<file path="config.mk">
export PLATFORM = sky130hd
export DESIGN_NAME = video_stream_mem_writer_flat
export DESIGN_NICKNAME = d
export VERILOG_FILES = /design/src/rtl/video_stream_mem_writer_pkg.sv /design/src/rtl/video_stream_mem_writer_if.sv /design/src/rtl/video_stream_mem_writer_pack.sv /design/src/rtl/video_stream_mem_writer.sv /design/src/flat_wrapper.sv
export SDC_FILE = /design/constraint.sdc
export NUM_CORES = 1
export LEC_CHECK = 0
export BUFFER_PORTS_ARGS = -buffer_cell sky130_fd_sc_hd__buf_2
export CELL_PAD_IN_SITES_DETAIL_PLACEMENT = 1
export CELL_PAD_IN_SITES_GLOBAL_PLACEMENT = 1
export CORE_MARGIN = 3
export CORE_UTILIZATION = 27
export CTS_BUF_LIST = sky130_fd_sc_hd__clkbuf_8
export DETAILED_ROUTE_END_ITERATION = 8
export GPL_TIMING_DRIVEN = 0
export HOLD_SLACK_MARGIN = 0.12
export PLACE_DENSITY = 0.61
export SYNTH_ARGS = -nofsm -noshare
export SYNTH_HDL_FRONTEND = slang
export SYNTH_SLANG_ARGS = --single-unit
</file>
<file path="constraint.sdc">
create_clock -name clk -period 6.95 [get_ports clk]
set_input_delay 1.39 -clock clk [delete_from_list [all_inputs] [get_ports clk]]
set_output_delay 1.39 -clock clk [all_outputs]
set_load 0.03 [all_outputs]
</file>
<file path="src/rtl/video_stream_mem_writer_pkg.sv">
// Shared types and constants for the video stream frame-memory writer.
// Optional feature macro: VIDEO_WRITER_FRAME_CNT_EN (adds frame_count output).
package video_writer_pkg;

    typedef enum logic [1:0] {
        IDLE    = 2'd0,
        CAPTURE = 2'd1,
        SKIP    = 2'd2
    } state_t;

    typedef logic [15:0] pixel_t;

    localparam logic [3:0] PKT_VIDEO = 4'h0;
    localparam logic [3:0] PKT_CTRL  = 4'hF;

    localparam logic [3:0] BE_FULL = 4'hF;
    localparam logic [3:0] BE_LOW  = 4'b0011;

    localparam int unsigned DEF_FRAME_WORDS = 2048;

endpackage

</file>
<file path="src/rtl/video_stream_mem_writer_if.sv">
// Avalon-ST video handshake bundle between the decoder/clipper (master)
// and the frame-memory writer (slave).
interface video_stream_mem_writer_if;
    import video_writer_pkg::*;

    pixel_t stream_data;
    logic   stream_startofpacket;
    logic   stream_endofpacket;
    logic   stream_valid;
    logic   stream_ready;

    modport master (
        output stream_data,
        output stream_startofpacket,
        output stream_endofpacket,
        output stream_valid,
        input  stream_ready
    );

    modport slave (
        input  stream_data,
        input  stream_startofpacket,
        input  stream_endofpacket,
        input  stream_valid,
        output stream_ready
    );

endinterface

</file>
<file path="src/rtl/video_stream_mem_writer_pack.sv">
// Packs two RGB565 pixels into one 32-bit word and issues the registered
// write strobe; a last pixel landing on an even slot is written as a half word.
module pixel_pack_2to1
    import video_writer_pkg::*;
(
    input  logic        clk,
    input  logic        reset_n,
    input  logic        flush,
    input  logic        pix_valid,
    input  logic        pix_last,
    input  pixel_t      pix_data,
    output logic        fire,
    output logic        wr,
    output logic [31:0] wdata,
    output logic [3:0]  be
);

    logic   odd;
    pixel_t low_q;

    // A word leaves this beat when it completes a pair or ends the packet.
    assign fire = pix_valid & (odd | pix_last);

    // Parity, held low half and registered memory word/strobe.
    always_ff @(posedge clk or negedge reset_n) begin
        if (!reset_n) begin
            odd   <= 1'b0;
            low_q <= '0;
            wr    <= 1'b0;
            wdata <= '0;
            be    <= '0;
        end else begin
            wr <= 1'b0;
            if (flush) begin
                odd <= 1'b0;
            end else if (pix_valid) begin
                if (odd) begin
                    wr    <= 1'b1;
                    wdata <= {pix_data, low_q};
                    be    <= BE_FULL;
                    odd   <= 1'b0;
                end else if (pix_last) begin
                    wr    <= 1'b1;
                    wdata <= {16'h0000, pix_data};
                    be    <= BE_LOW;
                end else begin
                    low_q <= pix_data;
                    odd   <= 1'b1;
                end
            end
        end
    end

endmodule

</file>
<file path="src/rtl/video_stream_mem_writer.sv">
// Avalon-ST video sink capturing one RGB565 frame into the on-chip frame
// memory, two pixels per 32-bit word.
// Optional feature macro: VIDEO_WRITER_FRAME_CNT_EN adds frame_count[15:0].
module video_stream_mem_writer
    import video_writer_pkg::*;
#(
    parameter int unsigned ADDR_W      = 12,
    parameter int unsigned BASE_ADDR   = 0,
    parameter int unsigned FRAME_WORDS = DEF_FRAME_WORDS
) (
    input  logic                       clk,
    input  logic                       reset_n,
    video_stream_mem_writer_if.slave   stream,
    input  logic                       enable,
    output logic [ADDR_W-1:0]          mem_address,
    output logic [3:0]                 mem_byteenable,
    output logic                       mem_chipselect,
    output logic                       mem_write,
    output logic [31:0]                mem_writedata,
    output logic                       mem_clken,
    output logic                       frame_done,
    output logic                       overflow
`ifdef VIDEO_WRITER_FRAME_CNT_EN
   ,output logic [15:0]                frame_count
`endif
);

    // Pointer is one bit wider so the end-of-buffer address is representable.
    localparam logic [ADDR_W:0] BASE_PTR = (ADDR_W+1)'(BASE_ADDR);
    localparam logic [ADDR_W:0] END_PTR  = (ADDR_W+1)'(BASE_ADDR + FRAME_WORDS);
    localparam logic [ADDR_W:0] PTR_ONE  = (ADDR_W+1)'(1);

    state_t            state_q, state_d;
    logic [ADDR_W:0]   ptr;
    logic              accept, is_sop, is_eop, full;
    logic              start_cap, pix_valid, ovf_hit, done_d, pix_fire;

    assign accept = stream.stream_valid & stream.stream_ready;
    assign is_sop = stream.stream_startofpacket;
    assign is_eop = stream.stream_endofpacket;
    assign full   = (ptr == END_PTR);

    assign mem_chipselect = mem_write;
    assign mem_clken      = 1'b1;

    // State register.
    always_ff @(posedge clk or negedge reset_n) begin
        if (!reset_n) state_q <= IDLE;
        else          state_q <= state_d;
    end

    // Packet decode: an SOP restarts decoding from any state, which also
    // abandons a truncated frame without a frame_done.
    always_comb begin
        state_d   = state_q;
        start_cap = 1'b0;
        pix_valid = 1'b0;
        ovf_hit   = 1'b0;
        done_d    = 1'b0;
        if (accept) begin
            if (is_sop) begin
                if ((stream.stream_data[3:0] == PKT_VIDEO) && enable) begin
                    state_d   = CAPTURE;
                    start_cap = 1'b1;
                end else begin
                    state_d = SKIP;
                end
                if (is_eop) state_d = IDLE;
            end else begin
                case (state_q)
                    CAPTURE: begin
                        if (full) begin
                            ovf_hit = 1'b1;
                        end else begin
                            pix_valid = 1'b1;
                            done_d    = is_eop;
                        end
                        if (is_eop) state_d = IDLE;
                    end
                    SKIP: begin
                        if (is_eop) state_d = IDLE;
                    end
                    default: ;
                endcase
            end
        end
    end

    pixel_pack_2to1 u_pack (
        .clk       (clk),
        .reset_n   (reset_n),
        .flush     (accept & is_sop),
        .pix_valid (pix_valid),
        .pix_last  (is_eop),
        .pix_data  (stream.stream_data),
        .fire      (pix_fire),
        .wr        (mem_write),
        .wdata     (mem_writedata),
        .be        (mem_byteenable)
    );

    // Word pointer, registered address, overflow flag, ready and done pulse.
    always_ff @(posedge clk or negedge reset_n) begin
        if (!reset_n) begin
            ptr                 <= BASE_PTR;
            mem_address         <= ADDR_W'(BASE_ADDR);
            overflow            <= 1'b0;
            frame_done          <= 1'b0;
            stream.stream_ready <= 1'b0;
        end else begin
            stream.stream_ready <= 1'b1;
            frame_done          <= done_d;
            if (start_cap) begin
                ptr      <= BASE_PTR;
                overflow <= 1'b0;
            end else begin
                if (pix_fire) begin
                    ptr         <= ptr + PTR_ONE;
                    mem_address <= ptr[ADDR_W-1:0];
                end
                if (ovf_hit) overflow <= 1'b1;
            end
        end
    end

`ifdef VIDEO_WRITER_FRAME_CNT_EN
    // Completed-frame counter, wrapping at 16 bits.
    always_ff @(posedge clk or negedge reset_n) begin
        if (!reset_n)    frame_count <= '0;
        else if (done_d) frame_count <= frame_count + 16'd1;
    end
`endif

endmodule
</file>
<file path="src/flat_wrapper.sv">
// flat-port wrapper written by rule: the top's interface ports become plain ports
module video_stream_mem_writer_flat import video_writer_pkg::*;
#(
    parameter int unsigned ADDR_W      = 12,
    parameter int unsigned BASE_ADDR   = 0,
    parameter int unsigned FRAME_WORDS = DEF_FRAME_WORDS
)
  (clk, reset_n, enable, mem_address, mem_byteenable, mem_chipselect, mem_write, mem_writedata, mem_clken, frame_done, overflow, stream_stream_data, stream_stream_startofpacket, stream_stream_endofpacket, stream_stream_valid, stream_stream_ready);
  video_stream_mem_writer_if stream_i ();
  input  logic clk;
  input  logic reset_n;
  input  logic enable;
  output logic [ADDR_W-1:0] mem_address;
  output logic [3:0] mem_byteenable;
  output logic mem_chipselect;
  output logic mem_write;
  output logic [31:0] mem_writedata;
  output logic mem_clken;
  output logic frame_done;
  output logic overflow;
  input wire logic [$bits(stream_i.stream_data)-1:0] stream_stream_data;
  input wire logic [$bits(stream_i.stream_startofpacket)-1:0] stream_stream_startofpacket;
  input wire logic [$bits(stream_i.stream_endofpacket)-1:0] stream_stream_endofpacket;
  input wire logic [$bits(stream_i.stream_valid)-1:0] stream_stream_valid;
  output wire logic [$bits(stream_i.stream_ready)-1:0] stream_stream_ready;
  assign stream_i.stream_data = stream_stream_data;
  assign stream_i.stream_startofpacket = stream_stream_startofpacket;
  assign stream_i.stream_endofpacket = stream_stream_endofpacket;
  assign stream_i.stream_valid = stream_stream_valid;
  assign stream_stream_ready = stream_i.stream_ready;
  video_stream_mem_writer #(.ADDR_W(ADDR_W), .BASE_ADDR(BASE_ADDR), .FRAME_WORDS(FRAME_WORDS)) u_core (.clk(clk), .reset_n(reset_n), .stream(stream_i), .enable(enable), .mem_address(mem_address), .mem_byteenable(mem_byteenable), .mem_chipselect(mem_chipselect), .mem_write(mem_write), .mem_writedata(mem_writedata), .mem_clken(mem_clken), .frame_done(frame_done), .overflow(overflow));
endmodule
</file>
==> results.md, run 1 <==
* Via count at around 2,700
* Final setup fails at 0
* Max-slew headroom at 0.488
* Cell taking the most area after synthesis: dfrtp_1
* Core Area at about 13,000 um^2
* TritonCTS buffer count at 9
* Crit. End Element: register
* Root buffer cell: clkbuf_8
* H-tree depth at 3
* Max Root-Sink Buffers at 2
* Worst Setup Start Kind: input port
* DR DRC count at 0
* Reg2Reg Depth at 7
* HP Start: u_core.state_q[1]$_DFFE_PN0P_
* First-pass GRT wire length at 15.9 mm
* Top cells by area, synth: dfrtp_1, o21ai_0, mux2i_1
* EDFF count, synth at 0
* Seq/Total Area, Yosys at 0.559
* Peak Freq at 363 MHz
* Mean post-synth cell area at between 10 and 15 um^2
* Fin. Hold Viols at 0
* PD cells at between 200 and 250 nW/um^2
* HP Class: reg -> reg
* Synth top area share at 0.559
* GRT Overall Usage at 0.139
* Largest family of logic cells by synthesized area: compound AO/OA/AOI/OAI gates
* Hold Path Depth at 1
* Switch share at 0.245
* Layout cell share with drive strength beyond 1 at 0.343
* Finished layout cell area at approximately 4500 um^2
* Antenna cells at 0
* Mapped Area at 3670 um^2
* Final Util at 0.346
* Power Internal at slightly below 700 uW
* GR Overflow Total at 0
* Chip width at 123 um
* Clk sinks at 82
* Slew @ Worst Pin at roughly 0.77 ns
* Max Transition Viols Final at 0
* Post-DP HPWL at a little over 7 mm
* Max incr delay on CP at 0.37 ns
* FF-to-FF End: u_core.u_pack.wdata[4]$_DFFE_PN0P_
* Count leader, synth: dfrtp_1
* 1st-iter DRT viols at ~150
* Peak fanout along the critical path at 10
* Worst Path Required at around 7.2 ns
* Layout area overhead at 22.1%
* Fraction of registers with async set/reset at 1.00
* Leak at approximately 2.2 nW
* Hold-fix buffer count after cts at 0
* Final nets at about 410
* Clock period minus worst slack at around 2.8 ns
* FF-to-FF setup slack at 4.38 ns
* Antenna violations before repair at 0
* Combinational power share at 0.071
* Synth cell types at 48
* Final setup skew at 0.00685 ns
* Status: completed
* Sequential fraction of design power at 0.544
* Num rows at between 40 and 50
* RePlAce Congestion at between 0.7 and 0.8
* Adder-cell share of the synthesized area at 0.0102
* Peak supply drop at ~0.065 mV
* Routed Antenna Nets at 0
* Crit-path cells: buf_2 > and4b_1 > o31a_1 > nand2_2 > buf_4 > buf_6 > a22o_1
* Post-CTS setup buffer count at 0
* Final worst path period share at 0.397
* Largest net degree at the start of global routing at 64
* Crit path launch: stream_stream_startofpacket
* DIE HEIGHT at approximately 120 um
* Post-synthesis compound-gate area fraction at 0.170
* Clk_lat worst skew at around 0.36 ns
* P_sw at 224 uW
* Top cells by count, synth: dfrtp_1, o21ai_0, a22o_1, mux2i_1, mux2_2
* Dpl cell area at about 4300 um^2
* Ys Warns at 0
* PostCTS Resize Cnt at 0
* Crit-path slowest cell: o31a_1
* Hold endpoint: u_core.state_q[1]$_DFFE_PN0P_
* Final Power at roughly 900 uW
* Max_cap viols at 0
* Vias per cell at between 4 and 5
* Post-Syn Instances at 301
* RR Startpoint: u_core.ptr[0]$_DFFE_PN0P_
* Drt pass-1 iters at 4
* Clock power share at 0.385
* Post-synthesis mux area share at 0.123
* Initial Util at 0.283
* Post-Synth Simple-Gate Area at 0.0834
* Final TNS setup at 0 ns
* Io pins at 76
* Seq cells post-synth at 82
* Crit path DAT at ~3.0 ns
* Synth Area in XOR/XNOR at 0.00238
* Routed Wire Length at approximately 10 mm
* Vias in the first global route at about 2,900
* Kind of critical path: in -> reg
* PortBufs at 74
* Ys flop type: dfrtp_1
* Clock transition at path regs at 0.08 ns
* TritonCTS clock tree: done
* RSZ-0062 raised after global routing: false
* Drt wl/cell at 17.7 um
* Die area at about 15,000 um^2
[placed cells by master, fill, tap and decap left out, drive strengths merged, types with 7 or more instances in the layout]
cell and n:
mux2 23, dfrtp 82, mux2i 16, clkbuf 20, a22o 16, buf 89, nand2 7, nand3 8
inv 9, o21ai 51
[worst max-delay path by stage]
| stage | end | cells past startpoint |
|---|---|---|
| after floorplan | u_core.u_pack.wdata[16]$_DFFE_PN0P_ | 6 |
| after global placement | u_core.u_pack.wdata[26]$_DFFE_PN0P_ | 1 |
| after detailed placement | u_core.u_pack.wdata[19]$_DFFE_PN0P_ | 7 |
| after CTS | u_core.u_pack.wdata[19]$_DFFE_PN0P_ | 7 |
| after global routing | u_core.ptr[2]$_DFFE_PN0P_ | 5 |
| final | u_core.u_pack.wdata[19]$_DFFE_PN0P_ | 7 |
[registers in the layout, indices dropped and copies added (netlist names)]
signal / flops
u_core.u_pack.wdata: 32
u_core.u_pack.low_q: 16
u_core.ptr: 13
u_core.mem_address: 12
u_core.state_q: 2
u_core.u_pack.be: 2
u_core.frame_done: 1
u_core.overflow: 1
u_core.stream.stream_ready: 1
u_core.u_pack.odd: 1
u_core.u_pack.wr: 1
[logic make-up after synthesis]
logic type,after synthesis
muxes,39
AOI/OAI and AO/OA,93
xor gates and xnor gates,1
adders and majority gates,3
buffers and inverters,32
other,1
and+or+nand+nor,50
DFF,82
[layout make-up]
class | count | area (um^2)
fillers | 1450 | 8490
flip-flops and latches | 82 | 2050
multi-input cells | 188 | 1440
repair buffers | 75 | 400
well taps | 172 | 215
plain buffers | 23 | 155
clock buffers | 11 | 151
clock inverters | 3 | 40.0
inverters | 9 | 33.8
[through the flow]
step           hold WS, ns  setup slack [ns]  instances
6_report             0.499              4.19        563
2_1_floorplan        0.455              4.25        302
3_3_place_gp         0.471              3.72        548
5_1_grt              0.522              4.08        563
4_1_cts              0.509              4.21        563
3_5_place_dp         0.489              3.82        549
[worst max-delay path: cells and delay by family]
| family | cells | cell delay [ns] |
|---|---|---|
| AO/OA/AOI/OAI | 2 | 0.61 |
| buffers and inverters | 3 | 0.50 |
| AND/OR/NAND/NOR | 2 | 0.49 |
[power groups by stage]
stage | clock network (mW) | registers [mW] | logic [mW]
after global routing | 0.384 | 0.500 | 0.0739
after global placement | 0 | 0.507 | 0.0627
after detailed placement | 0 | 0.507 | 0.0668
after CTS | 0.364 | 0.498 | 0.0671
final | 0.352 | 0.498 | 0.0651
after floorplan | 0 | 0.512 | 0.0246
[layer usage]
layer	share of wire	global-route usage	routed length (um)
met1	0.47	0.191	4720
met2	0.46	0.210	4580
met3	0.047	0.0369	470
met4	0.019	0.0539	190
met5	0	0	0
Power figures use the tool's default switching activity.
==> run 2: changes to the inputs <==
- PLACE_DENSITY: 0.61 -> 0.63
- clock period: 6.95 -> 2.44 ns (I/O delays scaled with it)
==> run 2 against run 1 <==
  * Combinational power rose to 2.9 times the previous value
  * Core utilization up 0.39 points
  * First-iteration DRC count shrank 36%
  * Cell area is 1.1% higher
  * Clock-buffer cell count fell by 2
  * Flip-flop and latch count stayed put
  * Sequential share of layout area is 0.51 points lower
  * Via count increased by 2.6%
  * Non-clock buffer count up 5
  * Highest routed layer unchanged
==> results.md, run 2 (same netlist as run 1, synthesis figures left out) <==
* Status: completed (unchanged)
* Busiest grt layer: met2 (unchanged)
* Crit-path cells: inv_2 > ha_1 > or4b_4 > o31a_1 > nand2_2 > buf_8 > mux2_2 (was buf_2 > and4b_1 > o31a_1 > nand2_2 > buf_4 > buf_6 > a22o_1)
* PortBufs at 74 (unchanged)
* Clock period minus worst slack at roughly 2.4 ns
* Clk sinks at 82 (unchanged)
* Leading cell type in the layout, fill and taps excluded: dfrtp_1 (unchanged)
* Crit path launch: u_core.ptr[0]$_DFFE_PN0P_ (was stream_stream_startofpacket)
* Most frequent cells in the layout: dfrtp_1, buf_2, o21ai_0, a22o_1, mux2i_1 (unchanged)
* Reg2Reg Depth at 7 (unchanged)
* Clock transition at path regs at 0.09 ns (was 0.08 ns)
* Max_cap viols at 0 (unchanged)
* Num rows at 41 (unchanged)
* 1st-iter DRT viols at 97 (was 151)
* DR DRC count at 0 (unchanged)
* Final setup skew at 0.00978 ns (was 0.00685 ns)
* Grt met1 use at 0.197 (was 0.191)
* PD cells at 566 nW/um^2 (was 204 nW/um^2)
* TritonCTS buffer count at 9 (unchanged)
* Worst Setup Start Kind: register (was input port)
* Hold WS at 0.360 ns (was 0.499 ns)
* Layout area overhead at 23.4% (was 22.1%)
* Routed Wire Length at 10.2 mm (was 9.96 mm)
* Peak supply drop at 0.217 mV (was 0.0652 mV)
* Crit-path slowest cell: or4b_4 (was o31a_1)
* Max incr delay on CP at 0.50 ns (was 0.37 ns)
* RR Startpoint: u_core.ptr[0]$_DFFE_PN0P_ (unchanged)
* GRT Overall Usage at 0.142 (was 0.139)
* Initial Util at 0.283 (unchanged)
* Crit. End Element: register (unchanged)
* Worst Path Required at 2.69 ns (was 7.19 ns)
* Dpl cell area at 4290 um^2 (about the same)
* Fin. Hold Viols at 0 (unchanged)
* Max reg flops at 32 (unchanged)
* Final nets at 418 (was 413)
* RePlAce Congestion at 0.786 (was 0.755)
* Multi-input logic area at 1440 um^2 (about the same)
* Antenna violations before repair at 0 (unchanged)
* HP Start: stream_stream_data[9] (was u_core.state_q[1]$_DFFE_PN0P_)
* Vias per cell at 4.94 (was 4.88)
* RSZ-0062 raised after global routing: false (unchanged)
* First-pass GRT wire length at 16.4 mm (was 15.9 mm)
* TritonCTS clock tree: done (unchanged)
* Crit path DAT at 2.61 ns (was 3.00 ns)
* HP Class: in -> reg (was reg -> reg)
* Via count at 2,817 (was 2,746)
* Number of fillers in the final layout at 1,437 (was 1,450)
* Reg with most FFs: u_core.u_pack.wdata (unchanged)
* Root buffer cell: clkbuf_8 (unchanged)
* Chip width at 123 um (unchanged)
* Final worst setup slack at 0.0840 ns (was 4.19 ns)
* Core Area at 13,000 um^2 (unchanged)
* Peak Freq at between 400 and 500 MHz
* Finished layout cell area at 4530 um^2 (was 4480 um^2)
* H-tree depth at 3 (unchanged)
* Drt wl/cell at 17.9 um (was 17.7 um)
* Leak at 2.24 nW (was 2.21 nW)
* Die area at 15,000 um^2 (unchanged)
* Post-DP HPWL at 7.17 mm (was 7.07 mm)
* Vias in the first global route at 2,990 (was 2,885)
* Max Transition Viols Final at 0 (unchanged)
* Setup WS pre-CTS at -0.143 ns (was 3.82 ns)
* FF-to-FF setup slack at 0.08 ns (was 4.38 ns)
* M3 GR Usage at 0.0323 (was 0.0369)
* DIE HEIGHT at 123 um (unchanged)
* Slew @ Worst Pin at 0.801 ns (was 0.768 ns)
* GR Overflow Total at 0 (unchanged)
* FF-to-FF End: u_core.mem_address[3]$_DFFE_PN0P_ (was u_core.u_pack.wdata[4]$_DFFE_PN0P_)
* Antenna cells at 0 (unchanged)
* Max Root-Sink Buffers at 2 (unchanged)
* Final setup fails at 0 (unchanged)
* Io pins at 76 (unchanged)
* Largest net degree at the start of global routing at 43 (was 64)
* Routed Antenna Nets at 0 (unchanged)
* Critical path endpoint: u_core.mem_address[3]$_DFFE_PN0P_ (was u_core.u_pack.wdata[19]$_DFFE_PN0P_)
* Sequential cell area at 2050 um^2 (unchanged)
* Peak fanout along the critical path at 10 (unchanged)
* Biggest regs: u_core.u_pack.wdata x32, u_core.u_pack.low_q x16, u_core.ptr x13 (unchanged)
* Drt pass-1 iters at 4 (unchanged)
* Max-slew headroom at 0.466 (was 0.488)
* Clk_lat worst skew at 0.37 ns (was 0.36 ns)
* Layout cell share with drive strength beyond 1 at 0.372 (was 0.343)
* Final worst path period share at 0.966
* Kind of critical path: reg -> reg (was in -> reg)
* M2 GR Usage at 0.220 (was 0.210)
==> run 2: cell count changes in the layout (fill, tap and decap cells not counted), sizes merged <==
cell,previous run,this run
clkbuf,20,18
buf,89,93
inv,9,13
bufinv,1,0
clkinv,2,3
dlygate4sd3,0,1
==> run 2: cell type report <==
cell class              instances  area share
plain buffers                  23      0.0373
clock inverters                 7      0.0132
clock buffers                   9      0.0273
multi-input cells             188       0.318
flip-flops and latches         82       0.453
repair buffers                 80      0.0963
inverters                       9     0.00745
well taps                     172      0.0475
==> run 2: how the worst min path moves through the flow <==
stage | end | cells after the start | slack [ns]
6_report | u_core.u_pack.wdata[25]$_DFFE_PN0P_ | 2 | 0.36
4_1_cts | u_core.u_pack.wdata[25]$_DFFE_PN0P_ | 2 | 0.35
3_5_place_dp | u_core.u_pack.be[1]$_DFFE_PN0P_ | 1 | 0.48
5_1_grt | u_core.u_pack.wdata[21]$_DFFE_PN0P_ | 2 | 0.35
3_3_place_gp | u_core.u_pack.be[1]$_DFFE_PN0P_ | 1 | 0.47
2_1_floorplan | u_core.frame_done$_DFF_PN0_ | 0 | 0.19
==> run 2: timing repair <==
action,CTS,global route
gates cloned,0,0
resized for setup,6,7
setup buffers,4,0
hold buffers,1,0
setup endpoints to repair,53,41
hold endpoints to repair,1,0
pin swaps,2,1
==> run 2: metrics by stage <==
stage                     setup TNS [ns]  total power, mW   util  instances
after floorplan                        0             1.53      -        302
after global placement             -2.11             1.62  0.328        548
after detailed placement           -3.76             1.63  0.330        549
after CTS                              0             2.59  0.349        570
after global routing                   0             2.68  0.349        570
final                                  0             2.56  0.349        570
==> run 2: power by group <==
part | internal, mW | switching (mW)
sequential | 1.39 | 0.0308
clock | 0.390 | 0.568
combinational | 0.0639 | 0.124
==> run 2: per-layer routing <==
| layer | vias to the layer above | part of all wire |
|---|---|---|
| met2 | 68 | 0.47 |
| met1 | 1440 | 0.47 |
| met3 | 10 | 0.046 |
| met5 | - | 0 |
| li1 | 1299 | - |
| met4 | 0 | 0.014 |
==> run 2: worst max-delay path, delay by kind of cell (launching register included) <==
kind	cells	cell delay, ns
DFF	1	0.44
buffers and inverters	2	0.27
adders and majority gates	1	0.16
muxes	1	0.34
AOI/OAI and AO/OA	1	0.39
and+or+nand+nor	2	0.65
==> run 3: changes to the inputs <==
- CTS_BUF_LIST: sky130_fd_sc_hd__clkbuf_8 -> sky130_fd_sc_hd__clkbuf_8 sky130_fd_sc_hd__clkbuf_16
==> run 3 against run 2 <==
  * First-iteration DRC count up 8.2%
  * Via count unchanged
  * Power up 14%
  * Core utilization up 0.59 points
  * Register-to-register slack about the same
  * Cell area up 1.7%
  * Routed wire length down 0.39%
  * Clock-buffer cell count unchanged
  * Sequential share of layout area down 0.75 points
  * Global-route usage up 0.068 points
  * Largest cell class unchanged
  * Hold slack worse by 0.23 ns
  * Setup slack better by 0.012 ns
==> results.md, run 3 (same netlist as run 1, synthesis figures left out) <==
* Status: completed (unchanged)
* Io pins at 76 (unchanged)
* Drt pass-1 iters at 4 (unchanged)
* Met3 wire len at 381 um (was 468 um)
* Met2 WL at 4.90 mm (was 4.77 mm)
* Peak supply drop at 0.261 mV (was 0.217 mV)
* RePlAce Congestion at 0.786 (unchanged)
* Peak Freq at 427 MHz (was 424 MHz)
* Clk sinks at 82 (unchanged)
* Max reg flops at 32 (unchanged)
* Path length in cells of the critical path at 7 (unchanged)
* Top delay family on crit path: simple AND/OR/NAND/NOR gates (unchanged)
* Leak at 2.27 nW (was 2.24 nW)
* Max-slew headroom at 0.486 (was 0.466)
* Finished layout cell area at 4610 um^2 (was 4530 um^2)
* Multi-input logic area at 1440 um^2 (unchanged)
* Routed Wire Length at 10.2 mm (about the same)
* Worst Setup Start Kind: register (unchanged)
* Final nets at 416 (was 418)
* Biggest regs: u_core.u_pack.wdata x32, u_core.u_pack.low_q x16, u_core.ptr x13 (unchanged)
* Vias in the first global route at 3,019 (was 2,990)
* Layout cell share with drive strength beyond 1 at 0.371 (was 0.372)
* Number of fillers in the final layout at 1,428 (was 1,437)
* Max Root-Sink Buffers at 2 (unchanged)
* Crit. End Element: register (unchanged)
* Peak fanout along the critical path at 10 (unchanged)
* RSZ-0062 raised after global routing: false (unchanged)
* Crit-path cells: inv_2 > ha_1 > or4b_4 > o31a_1 > nand2_2 > buf_6 > mux2_2 (was inv_2 > ha_1 > or4b_4 > o31a_1 > nand2_2 > buf_8 > mux2_2)
* PortBufs at 74 (unchanged)
* Layout area overhead at 25.5% (was 23.4%)
* Antenna cells at 0 (unchanged)
* Die area at 15,000 um^2 (unchanged)
* DRT met1 WL at 4.71 mm (was 4.83 mm)
* Most frequent cells in the layout: dfrtp_1, buf_2, o21ai_0, a22o_1, mux2i_1 (unchanged)
* DR DRC count at 0 (unchanged)
* Kind of critical path: reg -> reg (unchanged)
* Clock period minus worst slack at 2.34 ns (was 2.36 ns)
* Final worst path period share at 0.961 (was 0.966)
* Num rows at 41 (unchanged)
* Largest net degree at the start of global routing at 43 (unchanged)
* Routed Antenna Nets at 0 (unchanged)
* Reg with most FFs: u_core.u_pack.wdata (unchanged)
* PD cells at 633 nW/um^2 (was 566 nW/um^2)
* Slew @ Worst Pin at 0.771 ns (was 0.801 ns)
* H-tree depth at 3 (unchanged)
* Clock transition at path regs at 0.06 ns (was 0.09 ns)
* TritonCTS clock tree: done (unchanged)
* Clk_lat worst skew at 0.34 ns (was 0.37 ns)
* Chip width at 123 um (unchanged)
* Final Power at 2.92 mW (was 2.56 mW)
* Via count at 2,817 (unchanged)
* GR Overflow Total at 0 (unchanged)
* Post-DP HPWL at 7.17 mm (unchanged)
* DIE HEIGHT at 123 um (unchanged)
* Max layer used: met4 (unchanged)
* Fin. Hold Viols at 0 (unchanged)
* Final setup skew at 0.00624 ns (was 0.00978 ns)
* Reg2Reg Depth at 7 (unchanged)
* Root buffer cell: clkbuf_16 (was clkbuf_8)
* Antenna violations before repair at 0 (unchanged)
* Core Area at 13,000 um^2 (unchanged)
* Max_cap viols at 0 (unchanged)
* 1st-iter DRT viols at 105 (was 97)
* Dpl cell area at 4290 um^2 (unchanged)
* Drt wl/cell at 17.9 um (about the same)
* Vias per cell at 4.96 (was 4.94)
* Initial Util at 0.283 (unchanged)
* Crit path DAT at 2.57 ns (was 2.61 ns)
* Worst Path Required at 2.67 ns (was 2.69 ns)
* Max incr delay on CP at 0.50 ns (about the same)
* Crit-path slowest cell: or4b_4 (unchanged)
* First-pass GRT wire length at 16.5 mm (was 16.4 mm)
* Max Transition Viols Final at 0 (unchanged)
* Buf+Inv Stages, Crit Path at 2 (unchanged)
* HP Class: in -> async (was in -> reg)
* TritonCTS buffer count at 9 (unchanged)
* GRT Overall Usage at 0.143 (was 0.142)
* Leading cell type in the layout, fill and taps excluded: dfrtp_1 (unchanged)
* Final setup fails at 0 (unchanged)
* Sequential cell area at 2050 um^2 (unchanged)
==> run 3: changes by cell type in the layout (fill, tap and decap cells not counted) <==
cell | previous run | this run
buf_8 | 1 | 0
clkbuf_16 | 0 | 9
clkbuf_8 | 9 | 0
dlygate4sd3_1 | 1 | 0
==> run 3: per-layer routing <==
metal | vias up | GRT usage
met4 | 0 | 0.0630
met5 | - | 0
li1 | 1295 | -
met1 | 1452 | 0.192
met2 | 54 | 0.225
met3 | 16 | 0.0267
==> run 3: worst register-to-register path: stages, from the launching register on <==
cell and delay [ns]:
dfrtp_1 0.43, inv_2 0.10, ha_1 0.16, or4b_4 0.50, o31a_1 0.38, nand2_2 0.13, buf_6 0.18, mux2_2 0.35
==> run 3: final timing paths <==
| kind | from | to | slack [ns] |
|---|---|---|---|
| max | u_core.ptr[0]$_DFFE_PN0P_ | u_core.mem_address[4]$_DFFE_PN0P_ | 0.1 |
| min | reset_n | u_core.u_pack.be[1]$_DFFE_PN0P_ | 0.13 |
| max reg2reg | u_core.ptr[0]$_DFFE_PN0P_ | u_core.mem_address[4]$_DFFE_PN0P_ | 0.1 |
| min reg2reg | u_core.state_q[0]$_DFFE_PN0P_ | u_core.state_q[0]$_DFFE_PN0P_ | 0.49 |
| max in group asynchronous | reset_n | u_core.u_pack.wdata[29]$_DFFE_PN0P_ | 1.68 |
| min in group clk | stream_stream_data[9] | u_core.u_pack.wdata[25]$_DFFE_PN0P_ | 0.39 |
==> run 3: stage by stage <==
step	setup TNS (ns)	worst slack, ns	std cells	hold slack (ns)	utilization
6_report	0	0.0960	568	0.132	0.355
5_1_grt	0	0.000998	568	0.172	0.355
4_1_cts	0	0.0441	568	0.154	0.355
3_5_place_dp	-3.76	-0.143	549	0.484	0.330
3_3_place_gp	-2.11	-0.0979	548	0.469	0.328
2_1_floorplan	0	0.211	302	0.192	-
==> run 3: power breakdown <==
group	switching [mW]	total (mW)	internal, mW
registers	0.0308	1.42	1.39
clock network	0.602	1.31	0.709
logic	0.124	0.187	0.0628
==> run 3: area by class of cell <==
cell class	instances	share of cell area
sequential	82	0.445
multi-input combinational	188	0.313
timing repair buffer	78	0.0901
clock buffer	9	0.0488
tap	172	0.0467
buffer	23	0.0358
clock inverter	7	0.0130
inverter	9	0.00733
==> run 3: what timing repair did <==
| item | in CTS | in global routing |
|---|---|---|
| gates resized for setup | 6 | 5 |
| buffers inserted | 3 | 0 |
| setup endpoints to repair | 48 | 37 |
| hold buffers | 0 | 0 |
| pin swaps | 2 | 1 |
